File: src/rtl/uart_rx_byte.sv
// -----------------------------------------------------------------------------
// uart_rx_byte
//   8N1 UART receiver, LSB first, 16x oversampling with 3-sample majority vote.
//   Delivers each correctly framed byte with a single-cycle strobe.
//
// Parameters
//   DIV        clk_i cycles per oversample tick (2..65535)
//
// Ports
//   clk_i      system clock, rising edge
//   rst_i      asynchronous active-high reset
//   rx_i       raw serial line, asynchronous, idle high
//   rx_byte    last correctly framed byte, held until the next good frame
//   received   one-cycle pulse: rx_byte has just been updated
//   frame_err  one-cycle pulse: stop bit sampled low, byte discarded
//   rx_busy    high while a frame is in progress
// -----------------------------------------------------------------------------
module uart_rx_byte #(
    parameter int unsigned DIV = 54
) (
    input  logic       clk_i,
    input  logic       rst_i,
    input  logic       rx_i,
    output logic [7:0] rx_byte,
    output logic       received,
    output logic       frame_err,
    output logic       rx_busy
);

    typedef enum logic [1:0] {IDLE, START, DATA, STOP} state_t;

    state_t      state_q, state_d;
    logic        rx_meta, rx_s;
    logic [15:0] div_cnt;
    logic        tick;
    logic [3:0]  s_cnt_q, s_cnt_d;
    logic [2:0]  bit_q, bit_d;
    logic [7:0]  shreg_q, shreg_d;
    logic [2:0]  smp_q, smp_d;
    logic        armed_q, armed_d;
    logic [7:0]  rx_byte_d;
    logic        received_d, frame_err_d;
    logic        vote_mid, vote_stop;

    // Two-flop synchronizer; flops reset to the idle line level so that
    // reset itself never looks like a start bit.
    // NOTE: sequential state is always assigned with <= so every flop samples
    // pre-edge values regardless of statement order.
    always_ff @(posedge clk_i or posedge rst_i) begin
        if (rst_i) begin
            rx_meta <= 1'b1;
            rx_s    <= 1'b1;
        end else begin
            rx_meta <= rx_i;
            rx_s    <= rx_meta;
        end
    end

    // Free-running oversample tick; never resynchronised to a frame.
    always_ff @(posedge clk_i or posedge rst_i) begin
        if (rst_i)     div_cnt <= '0;
        else if (tick) div_cnt <= '0;
        else           div_cnt <= div_cnt + 16'd1;
    end

    assign tick = (div_cnt == 16'(DIV - 1));

    // Bits are voted from the samples at s_cnt 7, 8, 9. The stop bit is
    // decided on the s_cnt=9 tick itself, so its third sample is the live rx_s.
    assign vote_mid  = (smp_q[0] & smp_q[1]) | (smp_q[0] & smp_q[2]) | (smp_q[1] & smp_q[2]);
    assign vote_stop = (smp_q[0] & smp_q[1]) | (smp_q[0] & rx_s)     | (smp_q[1] & rx_s);

    // NOTE: every signal driven here gets a default first, so no path through
    // the block can leave one unassigned and infer a latch.
    always_comb begin
        state_d     = state_q;
        s_cnt_d     = tick ? s_cnt_q + 4'd1 : s_cnt_q;
        bit_d       = bit_q;
        shreg_d     = shreg_q;
        smp_d       = smp_q;
        armed_d     = armed_q;
        rx_byte_d   = rx_byte;
        received_d  = 1'b0;
        frame_err_d = 1'b0;

        if (tick) begin
            case (s_cnt_q)
                4'd7:    smp_d[0] = rx_s;
                4'd8:    smp_d[1] = rx_s;
                4'd9:    smp_d[2] = rx_s;
                default: ;
            endcase
        end

        case (state_q)
            IDLE: begin
                // Arming on a high sample keeps a stuck-low line or break from
                // retriggering frames.
                if (tick) begin
                    if (rx_s)         armed_d = 1'b1;
                    else if (armed_q) state_d = START;
                end
            end
            START: begin
                if (tick && s_cnt_q == 4'd15) begin
                    if (!vote_mid) begin
                        state_d = DATA;
                        bit_d   = 3'd0;
                    end else begin
                        state_d = IDLE;      // false start, no pulse
                        armed_d = 1'b0;
                    end
                end
            end
            DATA: begin
                if (tick && s_cnt_q == 4'd15) begin
                    shreg_d = {vote_mid, shreg_q[7:1]};
                    if (bit_q == 3'd7) state_d = STOP;
                    else               bit_d   = bit_q + 3'd1;
                end
            end
            STOP: begin
                // Decided early so the rest of the stop bit is left for
                // re-arming before a back-to-back start bit.
                if (tick && s_cnt_q == 4'd9) begin
                    if (vote_stop) begin
                        rx_byte_d  = shreg_q;
                        received_d = 1'b1;
                    end else begin
                        frame_err_d = 1'b1;
                    end
                    state_d = IDLE;
                    armed_d = 1'b0;
                end
            end
            default: state_d = IDLE;
        endcase

        if (state_d != state_q) s_cnt_d = 4'd0;
    end

    always_ff @(posedge clk_i or posedge rst_i) begin
        if (rst_i) begin
            state_q   <= IDLE;
            s_cnt_q   <= '0;
            bit_q     <= '0;
            shreg_q   <= '0;
            smp_q     <= '0;
            armed_q   <= 1'b0;
            rx_byte   <= '0;
            received  <= 1'b0;
            frame_err <= 1'b0;
            rx_busy   <= 1'b0;
        end else begin
            state_q   <= state_d;
            s_cnt_q   <= s_cnt_d;
            bit_q     <= bit_d;
            shreg_q   <= shreg_d;
            smp_q     <= smp_d;
            armed_q   <= armed_d;
            rx_byte   <= rx_byte_d;
            received  <= received_d;
            frame_err <= frame_err_d;
            rx_busy   <= (state_d != IDLE);
        end
    end

endmodule

File: config.mk
export PLATFORM = sky130hd
export DESIGN_NAME = uart_rx_byte
export DESIGN_NICKNAME = d
export VERILOG_FILES = /design/src/rtl/uart_rx_byte.sv
export SDC_FILE = /design/constraint.sdc
export NUM_CORES = 1
export LEC_CHECK = 0
export BUFFER_PORTS_ARGS = -buffer_cell sky130_fd_sc_hd__buf_2
export CAP_MARGIN = 0
export CORE_MARGIN = 2
export CORE_UTILIZATION = 60
export DETAILED_ROUTE_END_ITERATION = 10
export MAX_ROUTING_LAYER = met4
export PLACE_DENSITY = 0.8
export SLEW_MARGIN = 20
export SYNTH_ARGS = -nofsm -noshare
export SYNTH_HDL_FRONTEND = slang
export SYNTH_SLANG_ARGS = --single-unit
File: constraint.sdc
create_clock -name clk_i -period 3.4 [get_ports clk_i]
set_input_delay 0.34 -clock clk_i [delete_from_list [all_inputs] [get_ports clk_i]]
set_output_delay 0.34 -clock clk_i [all_outputs]
set_load 0.02 [all_outputs]
**Word level (Yosys, flattened, before mapping)**

Index checks and enable logic that the tools add are counted.

- Register bits after elaboration: 50
- Logic and storage cells: 88

- Add/subtract/negate cells: 3
- Equal/unequal tests: 18
- Multiplexer cells: 29
- Bitwise operators: 9
- Reductions and logical operators: 14

Operators with widths:

| operator | number |
|---|---|
| 16-bit by 1-bit adder with 16-bit output, second input constant | 1 |
| 16-bit by 6-bit equality test with 1-bit output, second input constant | 1 |
| 16-bit 2-to-1 mux | 1 |
| 2-bit 2-to-1 mux | 8 |
| 2-bit inequality test, second input constant | 8 |
| 4-bit equality test, second input constant | 3 |
| 3-bit 2-to-1 mux | 4 |
| 1-bit 2-to-1 mux | 11 |
| 4-bit 2-to-1 mux | 2 |
| 2-bit one-hot mux with 4 select lines | 1 |
| 2-bit AND reduction | 4 |
| 3-bit one-hot mux with 2 select lines | 1 |
| 6-bit AND reduction | 1 |
| 2-bit nonzero test | 3 |
| 1-bit AND | 5 |
| 5-bit AND reduction | 1 |
| 4-bit by 1-bit adder with 4-bit output, second input constant | 1 |
| 2-bit equality test, second input constant | 2 |
| 4-bit by 3-bit equality test with 1-bit output, second input constant | 1 |
| 1-bit bitwise OR | 4 |
| 3-bit by 1-bit adder with 3-bit output, second input constant | 1 |
| 3-bit equality test, second input constant | 1 |
| 1-bit one-hot mux with 3 select lines | 1 |
| 3-bit AND reduction | 1 |
| 5 further kinds | 6 |

**Logic depth before layout (Yosys ltp)**

- Depth after elaboration: 8
- Gate-level depth with buffers: 8
- Depth with buffers taken out: 7

**Worst setup path after synthesis**

No wires, ideal clock.

- Kind: register to register
- Start point: register div_cnt[7]
- End point: register smp_q[1]
- Library setup time: 128 ps
- Arrival time: 2114 ps
- Data required time: 3272 ps
- Setup slack: 1158 ps
- Cell stages (with the launch flop): 6
- Path buffers: 1
- Clock period less this slack: 2242 ps
- Cells stage by stage: dfrtp_1 or4_4 or4_1 buf_6 nor3_4 mux2_1

- Cells in the longest elaborated chain, start to end: 2

Ends and longest elaborated chain:

| item | RTL line | text |
|---|---|---|
| start: declaration | 34 | `logic [15:0] div_cnt;` |
| start signal: assignment | 63 | `else div_cnt <= div_cnt + 16'd1;` |
| 16-bit by 6-bit equality test with 1-bit output | 66 | `assign tick = (div_cnt == 16'(DIV - 1));` |
| 2-bit AND reduction (no line) | n/a |  |
| end signal: assignment | 159 | `smp_q <= smp_d;` |
| end: declaration | 39 | `logic [2:0] smp_q, smp_d;` |

No other way between the ends.
A chain may end at the register's enable or synchronous reset.

**Final worst setup path**

- Start point: register div_cnt[7]
- End point: register bit_q[0]

- Cells in the longest elaborated chain, start to end: 4
- Elaborated cells between the ends (all ways): 5

Ends and longest elaborated chain:

| item | RTL line | text |
|---|---|---|
| 16-bit by 6-bit equality test with 1-bit output (*) | 66 |  |
| 1-bit logical AND (*) | 105, 116 |  |
| 2-bit inequality test (no line) | n/a |  |
| 5-bit AND reduction (no line) (*) | n/a |  |
| end signal: assignment | 157 | `bit_q <= bit_d;` |
| end: declaration | 37 | `logic [2:0] bit_q, bit_d;` |

Every way passes the cells marked *; elsewhere a longest branch is shown, timed or not.

==> results <==
- The number of DRC markers in iteration 0 is 210.
- The number of buffers inserted by port buffering is 13.
- On the worst path, the slowest cell contributes a delay of 0.59 ns.
- Detailed placement finished with a half-perimeter wire length of 2.98 mm.
- After synthesis, flip-flops and latches occupy 53.3% of the total area.
- The critical path is of the register to register type.
- The critical path starts at div_cnt[7].
- Across the VDD grid, the largest voltage drop is 258 uV.
- In this run the critical register-to-register path is captured at bit_q[0].
- Fill cells in the final layout number 275.
- The number of enable-type register cells in the synthesized netlist is 0.
- In the final layout, the share of cells above drive strength 1 is 24.7%.
- In this design, the largest share of critical-path delay is due to simple AND/OR/NAND/NOR gates.
- The number of max-capacitance violations reported is 0.
- The data required time at the worst endpoint is 3.64 ns.
- Entering global routing, the biggest net connects 51 pins.
- Data arrives at the worst endpoint at 2.87 ns.
- The worst pin sits at a relative slew slack of 45.3%.
- The setup TNS after final layout is 0 ns.
- The count of vias placed by the detailed router is 1557.
- Using the TritonRoute via totals, the vias-per-cell ratio works out to 5.83.
- The first-pass detailed-route iteration total is 4.
- On the critical path, the stage with the largest delay is an instance of sky130_fd_sc_hd__or4_4.
- The final-report max-slew violation count is 0.
- The overall overflow remaining after global route is 0.
- The path class of the tightest hold or removal check is input pin to register.
- The die is 66.6 um tall.
- The register-to-register setup slack is 0.77 ns.
- The layout overhead on the synthesized area is 7.77%.
- Synthesis produced a netlist with a net count of 213.
- Once the floorplan was initialized, standard cells occupied 63.3% of the core.
- The register bit total from synthesis is 50.
- The final antenna-violating net count is 0.
- The routed length per placed instance is 15.5 um.
- 14 I/O pins were placed.
- The number of sinks on the clock net is 50.
- The logic depth of the worst register-to-register path is 5.
- The distinct cell type count of the synthesized netlist is 44.
- The number of diodes is 0.
- The flow ran to the end, and the final reports show no timing, DRC or antenna violations.
- The signal on the critical path passes through or4_4 > nor4_4 > nand4_1 > or3_1 > nand2_1.
- The fmax is 380 MHz.
- In the synthesized netlist the dominant register cell turns out to be sky130_fd_sc_hd__dfrtp_1.
- For this run, the share of the core covered by cells in the final layout is 68.2%.
- The number of CTS-inserted buffers is 5.
- The area of the multi-input gates is 1020 um^2.
- Setup violations remaining at the end of the flow were counted as 0.
- The logic depth of the worst setup path including buffers is 5.
- After technology mapping, the gate count stands at 203.
- The insertion delay of the later-clocked pin in the worst-skew pair is 0.29 ns.
- The number of antenna violations at the first check in global routing is 0.
- Routability-driven placement finished with a final weighted congestion of 0.902.
- Summed over all cells, the static leakage comes to 1.22 nW.
- The final routed wirelength across all metal layers is 4.15 mm.
- The post-route minimum period is 2.63 ns.
- The clock arrives with 0.00875 ns of skew.
- The synthesized cell area is 2350 um^2.
- The flip-flop and latch area is 1250 um^2.
- The ratio of total power to cell area is 373 nW/um^2.
- The post-cts repair resize count is 0.
- In this run the core area contains 22 standard-cell rows.
- OpenSTA, run right after detailed placement, puts the worst setup slack at 0.808 ns.
- The reg-to-reg critical path startpoint is div_cnt[7].
- The die covers 4430 um^2.
- In this run the mean area of a mapped cell was 11.6 um^2.
- The post-route clock period utilization is 77.4%.
- The yosys synthesis warning count is 0.
- The startpoint type of the worst setup path is a register.
- In this run the worst setup path terminates at bit_q[0].
- Setup repair after global routing left no endpoint under its margin.
- The TritonCTS clock tree is done.
- Of all flip-flops after synthesis, the portion carrying an async set or reset was 100%.
- The type of destination of the critical path is a register.
- The number of buffers and inverters on the critical path is 0.
- The number of hold buffers added after CTS is 0.
- The floorplan step set the die width to 66.6 um.
- The via count of the first global-routing pass is 1564.
- In the final design database the tool counted 228 nets.
- The clock passes through at most 2 buffers.
- The first global-routing pass estimated 7.32 mm of wire.
- The transition time at the pin with the least slew margin is 0.819 ns.
- The tree is rooted in a sky130_fd_sc_hd__clkbuf_8.
- The DRC violations left is 0.
- The total number of H-tree levels is 2.
- The clock input transition at the sequential cells of the worst setup and hold paths is 0.09 ns.
- The maximum fanout encountered on the critical timing path is 11.
- Across all setup checks in the final design, the least slack found is 0.769 ns.
- The placeable core area is 3720 um^2.
- The final count of hold timing violations was 0.
- The overall global routing resource usage is 22.8%.
- The setup fix buffers added after clock tree synthesis is 0.
cells in the mapped netlist, types with 2 or more instances:
cell type	instances	area (um^2)
sky130_fd_sc_hd__and3_1	3	18.8
sky130_fd_sc_hd__xnor2_1	7	61.3
sky130_fd_sc_hd__nor2_1	14	52.6
sky130_fd_sc_hd__nand3_1	16	80.1
sky130_fd_sc_hd__o21ai_0	5	25.0
sky130_fd_sc_hd__nor3_2	2	20.0
sky130_fd_sc_hd__nor4_1	2	12.5
sky130_fd_sc_hd__nand3b_1	3	22.5
sky130_fd_sc_hd__o31ai_1	2	15.0
sky130_fd_sc_hd__nand4_1	4	25.0
sky130_fd_sc_hd__dfrtp_1	48	1200
sky130_fd_sc_hd__maj3_1	2	20.0
sky130_fd_sc_hd__a21o_1	2	15.0
sky130_fd_sc_hd__nand2b_1	2	12.5
sky130_fd_sc_hd__dfstp_2	2	52.6
sky130_fd_sc_hd__nor3_1	2	10.0
sky130_fd_sc_hd__nand2_1	18	67.6
sky130_fd_sc_hd__nor2b_1	2	12.5
sky130_fd_sc_hd__or4_4	2	22.5
sky130_fd_sc_hd__ha_1	7	87.6
sky130_fd_sc_hd__inv_1	9	33.8
sky130_fd_sc_hd__xor2_1	7	61.3
sky130_fd_sc_hd__clkbuf_1	3	11.3
sky130_fd_sc_hd__mux2_2	19	214
per-layer routing:
layer  track usage (%)  part of all wire, %
met1              28.7                   45
met2              37.5                   50
met3              4.22                  3.8
met4              7.65                 0.92
met5                 -                    0
through the flow:
step / power (W) / instances / hold WS, ns / instance area [um^2]
floorplan: 0.000618 / 203 / 0.344 / 2350
global placement: 0.000622 / 259 / 0.346 / 2440
detailed placement: 0.000622 / 259 / 0.348 / 2440
CTS: 0.000956 / 267 / 0.130 / 2530
global route: 0.000987 / 267 / 0.114 / 2530
finish: 0.000945 / 267 / 0.135 / 2530
how the worst min path moves through the flow:
stage                        from  endpoint  slack [ns]  depth (start not counted)
after detailed placement  rx_meta      rx_s        0.35                          0
after floorplan              rx_i   rx_meta        0.34                          0
final                        rx_i   rx_meta        0.13                          1
after global placement    rx_meta      rx_s        0.35                          0
after global routing         rx_i   rx_meta        0.11                          1
after CTS                    rx_i   rx_meta        0.13                          1
cells in the final DEF, fill, tap and decap left out, types with 3 or more instances in the layout:
cell                       instances
sky130_fd_sc_hd__clkbuf_8          5
sky130_fd_sc_hd__inv_1             8
sky130_fd_sc_hd__ha_1              7
sky130_fd_sc_hd__nand4_1           4
sky130_fd_sc_hd__mux2_2           19
sky130_fd_sc_hd__xor2_1            7
sky130_fd_sc_hd__and3_1            3
sky130_fd_sc_hd__nand2_1          18
sky130_fd_sc_hd__buf_2            13
sky130_fd_sc_hd__xnor2_1           7
sky130_fd_sc_hd__o21ai_0           5
sky130_fd_sc_hd__dfrtp_1          48
sky130_fd_sc_hd__nand3_1          16
sky130_fd_sc_hd__nor2_1           14
sky130_fd_sc_hd__nand3b_1          3
worst register-to-register path, cell delays in order, from the launching register on:
cell and delay (ns):
sky130_fd_sc_hd__dfrtp_1 0.43, sky130_fd_sc_hd__or4_4 0.59, sky130_fd_sc_hd__nor4_4 0.41, sky130_fd_sc_hd__nand4_1 0.55, sky130_fd_sc_hd__or3_1 0.52, sky130_fd_sc_hd__nand2_1 0.08
area by class of cell:
cell class | instances | area share, %
clock inverters | 3 | 0.840
clock buffers | 5 | 2.72
flip-flops and latches | 50 | 49.5
repair buffers | 14 | 2.86
inverters | 9 | 1.38
multi-input cells | 138 | 40.3
well taps | 48 | 2.37
power breakdown:
group	internal, W	switching (W)	total, W
clock network	0.000145	0.000191	0.000335
registers	0.000596	0.000000948	0.000597
logic	0.00000123	0.0000111	0.0000124
total	0.000742	0.000203	0.000945
flip-flops by register name, indices dropped and copies added (netlist names):
register,flops
s_cnt_q,4
rx_busy,1
rx_byte,8
div_cnt,16
rx_meta,1
armed_q,1
bit_q,3
state_q,2
shreg_q,8
rx_s,1
frame_err,1
smp_q,3
received,1
kinds of logic (layout without fill, tap and decap cells):
kind of cell               after synthesis  in the layout  synth area share [%]
and+or+nand+nor                         81             81                  19.9
DFF                                     50             50                  53.3
muxes                                   20             20                  9.58
buffers and inverters                   15             31                  3.19
AOI/OAI and AO/OA                       14             14                  4.20
xor gates and xnor gates                14             14                  5.22
adders and majority gates                9              9                  4.58
No activity file was read; power rests on OpenSTA's default activity.
